$ cat config.mk
export PLATFORM = sky130hd
export DESIGN_NAME = fht_adc_loader
export DESIGN_NICKNAME = d
export VERILOG_FILES = /design/src/rtl/fht_adc_loader.sv
export SDC_FILE = /design/constraint.sdc
export NUM_CORES = 1
export LEC_CHECK = 0
export CORE_ASPECT_RATIO = 0.6
export CORE_UTILIZATION = 45
export DETAILED_ROUTE_END_ITERATION = 16
export PLACE_DENSITY = 0.82
export SKIP_CTS_REPAIR_TIMING = 1
export SLEW_MARGIN = 15
export SYNTH_ARGS = -nofsm -noshare
export SYNTH_HDL_FRONTEND = slang
export SYNTH_SLANG_ARGS = --single-unit
$ cat constraint.sdc
create_clock -name iCLK -period 4.97 [get_ports iCLK]
set_input_delay 1.491 -clock iCLK [delete_from_list [all_inputs] [get_ports iCLK]]
set_output_delay 1.491 -clock iCLK [all_outputs]
set_load 0.01 [all_outputs]
$ cat src/rtl/fht_adc_loader.sv
// Streams ADC samples into the four interleaved FHT input banks, starts the
// transform once a full frame is loaded and waits for it to finish.
module fht_adc_loader #(
    parameter int D_BIT = 16,
    parameter int A_BIT = 8
) (
    input  logic             iCLK,
    input  logic             iRESET,
    input  logic             iEN,
    input  logic             iVALID,
    input  logic [D_BIT-2:0] iSAMPLE,
    output logic             oREADY,
    input  logic             iFHT_RDY,
    output logic [3:0]       oWE,
    output logic [D_BIT-2:0] oDATA,
    output logic [A_BIT-1:0] oADDR_WR,
    output logic             oSTART,
    output logic             oFRAME_DONE,
    output logic [15:0]      oDROP_CNT
);

    localparam int K_BIT = A_BIT + 2;

    typedef enum logic [2:0] {
        FILL,
        LAST,
        START,
        WAIT_BUSY,
        WAIT_DONE
    } state_t;

    state_t             state_reg;
    logic [K_BIT-1:0]   k_reg;
    logic [3:0]         we_reg;
    logic [D_BIT-2:0]   data_reg;
    logic [A_BIT-1:0]   addr_reg;
    logic               start_reg;
    logic               done_reg;
    logic [15:0]        drop_reg;

    logic               ready;
    logic               accept;
    logic               drop;
    logic [3:0]         we_next;

    // Sample k lands in bank k[1:0]; the bank decode is one-hot.
    for (genvar gi = 0; gi < 4; gi++) begin : g_bank_sel
        assign we_next[gi] = (k_reg[1:0] == 2'(gi));
    end

    // Ready is gated by reset so nothing is accepted on the reset edge.
    assign ready  = (state_reg == FILL) && iEN && !iRESET;
    assign accept = iVALID && ready;
    // With capture disabled a missed sample is intentional, not a drop.
    assign drop   = iVALID && iEN && (state_reg != FILL);

    always_ff @(posedge iCLK) begin
        if (iRESET) begin
            state_reg <= FILL;
            k_reg     <= '0;
            we_reg    <= '0;
            data_reg  <= '0;
            addr_reg  <= '0;
            start_reg <= 1'b0;
            done_reg  <= 1'b0;
            drop_reg  <= '0;
        end else begin
            we_reg    <= '0;
            start_reg <= 1'b0;
            done_reg  <= 1'b0;

            if (drop && (drop_reg != 16'hFFFF)) begin
                drop_reg <= drop_reg + 16'd1;
            end

            case (state_reg)
                FILL: begin
                    if (accept) begin
                        data_reg <= iSAMPLE;
                        we_reg   <= we_next;
                        addr_reg <= k_reg[K_BIT-1:2];
                        k_reg    <= k_reg + K_BIT'(1);
                        if (k_reg == '1) begin
                            state_reg <= LAST;
                        end
                    end
                end
                LAST: begin
                    start_reg <= 1'b1;
                    state_reg <= START;
                end
                START: begin
                    state_reg <= WAIT_BUSY;
                end
                WAIT_BUSY: begin
                    if (!iFHT_RDY) begin
                        state_reg <= WAIT_DONE;
                    end
                end
                WAIT_DONE: begin
                    if (iFHT_RDY) begin
                        done_reg  <= 1'b1;
                        k_reg     <= '0;
                        state_reg <= FILL;
                    end
                end
                default: begin
                    state_reg <= FILL;
                end
            endcase
        end
    end

    assign oREADY      = ready;
    assign oWE         = we_reg;
    assign oDATA       = data_reg;
    assign oADDR_WR    = addr_reg;
    assign oSTART      = start_reg;
    assign oFRAME_DONE = done_reg;
    assign oDROP_CNT   = drop_reg;

endmodule

After elaboration in Yosys (flattened, before gate mapping)
Index checks and enable logic that the tools add are counted.
W data, S select, Z words.
{"block": "op_classes", "muxes": 10, "eq_ne": 13, "add_sub_neg": 2, "bitwise": 3, "n_reduce_logical": 16}
{"cell": "$mux W10", "count": 2}
{"cell": "$pmux W10 S2", "count": 1}
{"cell": "$add A16 B1 Y16 const B", "count": 1}
{"cell": "$ne A16 B16 Y1 const B", "count": 1}
{"cell": "$pmux W3 S5", "count": 1}
{"cell": "$mux W3", "count": 4}
{"cell": "$add A10 B1 Y10 const B", "count": 1}
{"cell": "$eq A10 B10 Y1 const B", "count": 1}
{"cell": "$eq A3 B2 Y1 const B", "count": 2}
{"cell": "$logic_and A1 B1 Y1", "count": 6}
{"cell": "$ne A2 B2 Y1 const B", "count": 3}
{"cell": "$eq A2 B2 Y1 const B", "count": 2}
{"cell": "$reduce_and A4 Y1", "count": 1}
{"cell": "$eq A3 B1 Y1 const B", "count": 1}
{"cell": "$eq A3 B3 Y1 const B", "count": 1}
{"cell": "$logic_not A3 Y1", "count": 1}
{"cell": "$not A1 Y1", "count": 3}
{"cell": "$reduce_and A3 Y1", "count": 1}
{"cell": "$reduce_bool A3 Y1", "count": 1}
{"cell": "$reduce_or A3 Y1", "count": 1}
{"cell": "$eq A2 B1 Y1 const B", "count": 1}
{"cell": "$logic_not A2 Y1", "count": 1}
{"cell": "$mux W1", "count": 2}
{"cell": "$ne A2 B1 Y1 const B", "count": 1}
{"cell": "4 further kinds", "count": 4}
{"block": "totals", "inputBits": 20, "reg_bits": 58, "wordCells": 52, "output_inout_bits": 46}

Depth between registers and ports, before layout
{"block": "logic_depth", "depth_word": 6, "depth_mapped": 7, "mapped_depth_nobuf": 5}

Least setup slack after synthesis
OpenSTA, ideal clock, no wires.
{"block": "synth_path", "kind": "input to output", "from": "input port iRESET", "to": "output port oREADY", "slack_ns": 1.216, "path_stages": 3, "path_buffers": 1, "arrival_ns": 2.263, "required_time_ns": 3.479, "cell_sequence": "clkbuf_1 or4_4 nor2_1"}
{"block": "synth_via", "elab_chain_cells": 2}
{"item": "from (decl)", "line_no": "8", "rtl": "input logic iRESET,"}
{"item": "$logic_not A1 Y1", "line_no": "52", "rtl": "assign ready = (state_reg == FILL) && iEN && !iRESET;"}
{"item": "$logic_and A1 B1 Y1", "line_no": "52"}
{"item": "to (decl)", "line_no": "12", "rtl": "output logic oREADY,"}
Every way passes these cells.

Worst setup path in the final report
{"block": "layout_path", "from": "input port iEN", "to": "output port oREADY"}
{"block": "layout_via", "elab_chain_cells": 2}
{"item": "from (decl)", "line_no": "9", "rtl": "input logic iEN,"}
{"item": "$logic_and A1 B1 Y1 (2 in a row)", "line_no": "52"}
Every way passes these cells.

==> load_flow_metrics.sql <==
INSERT INTO impl_metrics (metric_group, metric, value, unit) VALUES
('job', 'cap_viol_max_count', '0', ''),
('clock_tree', 'clockRootBuffer', 'sky130_fd_sc_hd__clkbuf_8', ''),
('sta', 'rsz0062_at_grt', 'no', ''),
('synth', 'synthArstFlopShare', '0', '%'),
('worst_setup_path', 'critical-path-slowest-cell', 'sky130_fd_sc_hd__clkdlybuf4s50_1', ''),
('place', 'placement.io_buffers', '65', ''),
('sta', 'max_clock_freq', '0.237', 'GHz'),
('synth', 'synthCells', '312', ''),
('worst_setup_path', 'worstSetupStartpointType', 'primary input', ''),
('synth', 'synth-edff-count', '0', ''),
('sta', 'timing_hold_violations_final', '0', ''),
('sta', 'layout_min_cycle_time', '4210', 'ps'),
('synth', 'synth_top_cell_by_area', 'sky130_fd_sc_hd__dfxtp_1', ''),
('finish', 'finalNetCount', '395', ''),
('synth', 'synth_area', '2560', 'um^2'),
('pwr', 'leakage', '1.17', 'nW'),
('sta', 'drv_slew', '0', ''),
('worst_setup_path', 'timing.critical_path.slowest_cell_delay', '540', 'ps'),
('worst_setup_path', 'critPathMaxFanout', '6', ''),
('grt', 'grt_max_degree', '63', ''),
('clock_tree', 'clock_tree.buffer_depth', '2', ''),
('grt', 'grt_pass1_vias', '2127', ''),
('synth', 'synth_top_cells_by_area', 'sky130_fd_sc_hd__dfxtp_1 (45%), sky130_fd_sc_hd__nand2_1 (9.5%), sky130_fd_sc_hd__a21oi_1 (7.6%)', ''),
('clock_tree', 'worst_setup_hold_path_clk_slew', '60', 'ps'),
('worst_setup_path', 'path_class', 'primary input to primary output', ''),
('worst_setup_path', 'critPathCaptureType', 'primary output', ''),
('clock_tree', 'clock_latency', '340', 'ps'),
('floorplanning', 'dieArea', '6000', 'um^2'),
('synth', 'yosysTopAreaCellShare', '45.4', '%'),
('floorplanning', 'boundaryPins', '66', ''),
('detailed_routing', 'drt_drc_violations_left', '0', ''),
('finish', 'antenna-diode-count', '0', ''),
('detailed_routing', 'route.detailed.vias_per_inst', '5.56', ''),
('synth', 'ys_seq_area_share', '45.4', '%'),
('worst_setup_path', 'crit_path_cell_trace', 'clkdlybuf4s50_1 > inv_1 > nor2_1 > clkdlybuf4s50_1', ''),
('sta', 'finalClockSkew', '6.82', 'ps'),
('pwr', 'power.density', '268', 'nW/um^2'),
('synth', 'mappedNetlistNets', '337', ''),
('sta', 'timing.final.crit_share', '84.8', '%'),
('floorplanning', 'floorplan.core_area', '5260', 'um^2'),
('synth', 'yosys_warnings', '0', ''),
('grt', 'gr-total-overflow', '0', ''),
('detailed_routing', 'via_count', '2446', ''),
('grt', 'grt_pass1_wl', '9740', 'um'),
('detailed_routing', 'totalWireLength', '6030', 'um'),
('finish', 'layout.cells.most_common', 'sky130_fd_sc_hd__nand2_1', ''),
('place', 'globalplace.congestion', '0.834', ''),
('pwr', 'ir_drop', '0.157', 'mV'),
('place', 'detailedPlacementHpwl', '4140', 'um'),
('worst_setup_path', 'worst_ep_required_time', '3480', 'ps'),
('synth', 'synth_cell_types', '44', ''),
('synth', 'ys_ff_latch', '58', ''),
('run_status', 'run_status', 'finished, final reports clean', ''),
('worst_setup_path', 'worst-endpoint-arrival', '2720', 'ps'),
('detailed_routing', 'drt-initial-drc-count', '134', ''),
('grt', 'antenna_found_initial', '0', ''),
('worst_setup_path', 'cp_num_buf_inv', '3', ''),
('grt', 'grt_util_all_layers', '21.1', '%'),
('synth', 'synth.avg_cell_area', '8.20', 'um^2'),
('detailed_routing', 'number_of_nets_with_antenna_violations_after_detailed_routing', '0', ''),
('floorplanning', 'die_y', '60.4', 'um'),
('clock_tree', 'tritoncts', 'yes', ''),
('sta', 'max-slew-margin-rel', '40.7', '%'),
('detailed_routing', 'route.detailed.wl_per_inst', '13.7', 'um'),
('floorplanning', 'start_util', '48.7', '%'),
('finish', 'n_fill_cell', '455', ''),
('clock_tree', 'tritoncts_num_sinks', '58', ''),
('sta', 'finalSetupTns', '0', 'ps'),
('finish', 'largest_register_ffs', '16', ''),
('sta', 'worst_pin_slew', '888', 'ps'),
('worst_setup_path', 'worst_path_dominant_cell_family', 'buffers and inverters', '');
through the flow:
step                hold WS (ps)  util (%)  std cells  setup WS (ps)  power (mW)
floorplan                    462         -        312           1220       0.509
global placement             441      61.3        425            773       0.539
detailed placement           446      61.3        425            752       0.540
CTS                          453      64.5        440            752       0.918
global route                 466      64.5        440            665       0.947
finish                       452      64.5        440            755       0.910
worst register-to-register path, stage by stage (launching register included):
cell,delay (ps)
sky130_fd_sc_hd__dfxtp_1,420
sky130_fd_sc_hd__or4_4,600
sky130_fd_sc_hd__or2_1,560
sky130_fd_sc_hd__or4_1,630
sky130_fd_sc_hd__a21oi_1,140
area by class of cell:
cell class,count,area (um^2),area share [%]
clock buffers,12,155,4.57
clock inverters,3,15.0,0.443
inverters,6,22.5,0.664
multi-input cells,228,1290,38.2
flip-flops and latches,58,1160,34.2
well taps,66,82.6,2.43
repair buffers,67,661,19.5
metal layers:
metal | GRT usage, % | up-vias | wire (um)
met5 | 0 | - | 0
met4 | 3.78 | 0 | 39
met3 | 10.5 | 5 | 494
met2 | 32.8 | 82 | 2550
met1 | 27.1 | 1130 | 2960
li1 | - | 1229 | -
synth_stat cells, types with 3 or more instances:
library cell and number:
sky130_fd_sc_hd__nand2_1 65, sky130_fd_sc_hd__dfxtp_1 58, sky130_fd_sc_hd__a21oi_1 39, sky130_fd_sc_hd__clkbuf_1 18, sky130_fd_sc_hd__nor2_1 17, sky130_fd_sc_hd__nor3_1 9, sky130_fd_sc_hd__and2_1 7, sky130_fd_sc_hd__inv_1 6
sky130_fd_sc_hd__nand3_1 6, sky130_fd_sc_hd__nand4_1 6, sky130_fd_sc_hd__o21ai_0 6, sky130_fd_sc_hd__or4_1 6, sky130_fd_sc_hd__a311oi_1 5, sky130_fd_sc_hd__ha_1 5, sky130_fd_sc_hd__o31ai_1 5, sky130_fd_sc_hd__a211oi_1 4
sky130_fd_sc_hd__a31oi_1 4, sky130_fd_sc_hd__mux2_2 4, sky130_fd_sc_hd__and3_1 3, sky130_fd_sc_hd__nand2b_1 3, sky130_fd_sc_hd__nor2b_1 3, sky130_fd_sc_hd__or3_1 3
final timing paths:
path	start	to	slack, ps	depth (start not counted)
setup reg to reg	state_reg[2]$_SDFFE_PP0P_	k_reg[7]$_SDFFE_PP0P_	2540	4
hold / removal	oDATA[2]$_SDFFE_PP0P_	oDATA[2]$_SDFFE_PP0P_	450	2
hold reg to reg	oDATA[2]$_SDFFE_PP0P_	oDATA[2]$_SDFFE_PP0P_	450	2
setup / recovery	iEN	oREADY	760	4
cell families (layout without fill, tap and decap cells):
family | count (synthesis) | after routing | share of synthesized area, %
AND/OR/NAND/NOR | 142 | 142 | 27.2
AO/OA/AOI/OAI | 75 | 75 | 18.3
flip-flops | 58 | 58 | 45.4
buffers and inverters | 26 | 88 | 4.15
multiplexers | 6 | 6 | 2.54
adder cells (fa/ha/maj) | 5 | 5 | 2.44
where the power goes:
group | switching, mW | leakage, nW | internal, mW
Clock | 0.178 | 0.0920 | 0.203
Sequential | 0.00350 | 0.468 | 0.470
Combinational | 0.0275 | 0.612 | 0.0286
(Power assumes the default switching activity.)
==> edit 1 (same flow settings) <==
Register the output `oDROP_CNT` once more, with the module's reset; this adds one clock of latency there. The other outputs are not delayed to match.
--- a/src/rtl/fht_adc_loader.sv
+++ b/src/rtl/fht_adc_loader.sv
@@ -119,3 +119,9 @@
     assign oFRAME_DONE = done_reg;
-    assign oDROP_CNT   = drop_reg;
+    always_ff @(posedge iCLK) begin
+        if (iRESET) begin
+            oDROP_CNT <= '0;
+        end else begin
+            oDROP_CNT <= drop_reg;
+        end
+    end
 
Formal check against the unedited RTL: same outputs for any inputs over 10 cycles, from zero or initial values and one cycle with iRESET high; that may be too few to reach the edited logic, so the function may still have changed.
==> edit 1 against the unedited design <==
  * Synthesized area is 17% higher
  * Routed wire length is 7.1% higher
  * Worst setup slack worse by 78 ps
  * Register-to-register slack better by 110 ps
  * Cell area is 14% higher
  * Total power is 26% higher
  * Global-route usage is 1.0 points lower
  * Sequential cell count is 16 higher
  * Critical path type unchanged
==> edit 1: results (changes against the unedited design) <==
hold_sp -> oADDR_WR[1]
routability congestion estimate -> 0.816 (-2.1%)
post-detail-place hpwl -> 4.46 mm (+7.8%)
register area share after synthesis -> 0.494 (+0.0400)
leak pwr -> 1.39 nW (+18%)
global-route wire length before repair -> 10.9 mm (+12%)
internal power consumption -> 0.908 mW (+30%)
r2r worst-path depth -> 5 (+1)
share of layout cells above drive strength 1 -> 0.0962 (+0.0320)
status -> finished, final reports clean
Slew HR -> 0.529 (+0.122)
Hold Crit Endpoint -> oADDR_WR[1]
WP data arrival -> 2800 ps (+80 ps)
syn_nets -> 356 (+5.6%)
Synth area leaders -> dfxtp_1 (49%), nand2_1 (7.1%), a21oi_1 (6.5%)
count of cell types in the netlist -> 42 (-4.5%)
R2R Setup Slk -> 2650 ps (+110 ps)
GR Util All Layers -> 0.201 (-0.00996)
NumNets Final -> 415 (+5.1%)
vias in the first global route -> 2320 (+9.1%)
Comb power -> 0.0576 mW (+3%)
FF-to-FF Start -> drop_reg[0]
Post-Place Worst Slack -> 696 ps (-55.8 ps)
DRT iter0 DRCs -> 224 (+67%)
clk pwr -> 0.491 mW (+29%)
edit 1: cell types whose count changed in the layout (fill, tap and decap cells not counted), sizes merged, moves of 5 or more:
cell   change
dfxtp     +16
nor2b     +12
mux2       +9
nand2      -8
or4        -6
nor2       +5
o31ai      -5
edit 1: worst max-delay path by stage:
stage               endpoint  slack (ps)  depth (start not counted)
floorplan             oREADY        1500                          3
global route          oREADY         630                          3
finish                oREADY         680                          3
detailed placement    oREADY         700                          3
CTS                   oREADY         680                          3
global placement      oREADY         700                          3
edit 1: metrics by stage:
stage	area, um2	power [mW]	cells	hold slack [ps]
CTS	3870	1.16	479	458
detailed placement	3660	0.672	463	447
global route	3870	1.20	479	480
global placement	3660	0.671	463	443
finish	3870	1.15	479	456
floorplan	3000	0.642	331	453
edit 1: area by class of cell:
type	count	area (um2)	share of cell area
multi-input cells	230	1390	0.358
clock inverters	5	78.8	0.0204
clock buffers	11	131	0.0339
flip-flops and latches	74	1480	0.383
inverters	8	30.0	0.00775
well taps	84	105	0.0271
repair buffers	67	661	0.171
edit 1: metal layers:
| layer | global-route usage | up-vias | wire (um) |
|---|---|---|---|
| li1 | - | 1272 | - |
| met1 | 0.264 | 1203 | 3220 |
| met2 | 0.315 | 71 | 2800 |
| met3 | 0.0635 | 7 | 383 |
| met4 | 0.0651 | 0 | 55 |
| met5 | 0 | - | 0 |
edit 1: logic make-up (layout without fill, tap and decap cells):
family          count (synthesis)  after routing  share of synthesized area
simple gates                  145            145                      0.261
flops                          74             74                      0.494
compound gates                 65             65                      0.125
buf+inv                        27             91                     0.0450
mux                            15             15                     0.0554
fa+ha+maj                       5              5                     0.0208
edit 1: worst max-delay path: stages:
cell,delay [ps]
clkdlybuf4s50_1,590
and3_1,190
clkdlybuf4s50_1,520
==> edit 2 (same flow settings) <==
Made on the original files. Change the parameter `D_BIT` from 16 to 18.
--- a/src/rtl/fht_adc_loader.sv
+++ b/src/rtl/fht_adc_loader.sv
@@ -3,3 +3,3 @@
 module fht_adc_loader #(
-    parameter int D_BIT = 16,
+    parameter int D_BIT = 18,
     parameter int A_BIT = 8
Interface: changed (resized iSAMPLE and oDATA); port bits go from 66 to 70. No check against the original RTL was run, so the function may have changed too.
==> edit 2 against the unedited design <==
  * Via count is essentially flat
  * Global-route usage is 0.80 points lower
  * Cell area grew 4.1%
  * Utilization shrank 1.5 points
  * Sequential share of layout area is 0.21 points lower
  * Register-to-register slack better by 170 ps
  * Total power increased by 7.8%
  * Routed wire length down 1.4%
  * Synthesized area is 2.3% higher
  * Worst setup slack worse by 150 ps
  * Sequential cell count increased by 2
  * Critical path type unchanged
  * Largest power group unchanged
==> edit 2: results (changes against the unedited design) <==
Synth area leaders -> dfxtp_1 (46%), nand2_1 (8.7%), o21ai_0 (6.3%)
DRT iter0 DRCs -> 222 (+66%)
RR Endpoint -> k_reg[7]
GR Util met2 -> 0.292 (-0.0368)
global-route wire length before repair -> 9.39 mm (-3.6%)
number of buffers added on ports -> 69 (+6.2%)
syn_nets -> 340 (+0.89%)
Synth Area in Compound Gates -> 0.167 (-0.0160)
leak pwr -> 1.23 nW (+4.9%)
number of fill cells -> 485 (+6.6%)
peak supply drop -> 0.150 mV (-4.1%)
largest net degree at the start of global routing -> 44 (-30%)
Slew HR -> 0.428 (+0.0209)
max reg flops -> 17 (+1)
WP data arrival -> 2870 ps (+150 ps)
hold slack -> 457 ps (+4.85 ps)
r2r worst-path depth -> 5 (+1)
GR Util All Layers -> 0.203 (-0.00800)
routed wl met3 -> 502 um (+1.6%)
metal2 WL -> 2.55 mm (+0.12%)
R2R Setup Slk -> 2710 ps (+170 ps)
met3 usage -> 0.0999 (-0.00495)
post-detail-place hpwl -> 4.11 mm (-0.79%)
NumNets Final -> 404 (+2.3%)
Vias/cell -> 5.30 (-4.6%)
P&R area growth vs syn -> 34.8%
status -> finished, final reports clean
Worst Skew -> 5.83 ps (-0.992 ps)
GR Layer Usage met1 -> 0.259 (-0.0120)
per-cell routed wire length -> 12.9 um (-5.9%)
Worst Path Max Fanout -> 4 (-2)
internal power consumption -> 0.767 mW (+9.4%)
routability congestion estimate -> 0.836 (+0.29%)
clock buffer depth -> 2 (unchanged)
vias in the first global route -> 2103 (-1.1%)
Power, Total -> 0.981 mW (+7.8%)
most frequent cells after synthesis -> nand2_1 (61), dfxtp_1 (60), o21ai_0 (33)
multiplexer area fraction after synthesis -> 0.0416 (+0.0162)
share of layout cells above drive strength 1 -> 0.0682 (+0.00407)
adder-cell share of the synthesized area -> 0.0239 (-0.000549)
FF-to-FF Start -> state_reg[0]
post-route setup slack -> 609 ps (-146 ps)
Placed Area -> 3350 um2 (+3.9%)
==> edit 2: area by class of cell <==
cell class | count | area, um2 | area share
multi-input combinational | 225 | 1300 | 0.369
sequential | 60 | 1200 | 0.340
timing repair buffer | 71 | 706 | 0.200
clock buffer | 13 | 149 | 0.0422
tap | 80 | 100 | 0.0283
inverter | 10 | 37.5 | 0.0106
clock inverter | 2 | 35.0 | 0.00992
==> edit 2: logic make-up (layout without fill, tap and decap cells) <==
family | count (synthesis) | count (layout)
DFF | 60 | 60
buffers and inverters | 28 | 96
and+or+nand+nor | 136 | 136
muxes | 10 | 10
adders and majority gates | 5 | 5
AOI/OAI and AO/OA | 74 | 74
==> edit 2: through the flow <==
| step | util | std cells |
|---|---|---|
| after floorplan | - | 313 |
| after global routing | 0.631 | 461 |
| after detailed placement | 0.598 | 446 |
| after CTS | 0.631 | 461 |
| final | 0.631 | 461 |
| after global placement | 0.598 | 446 |
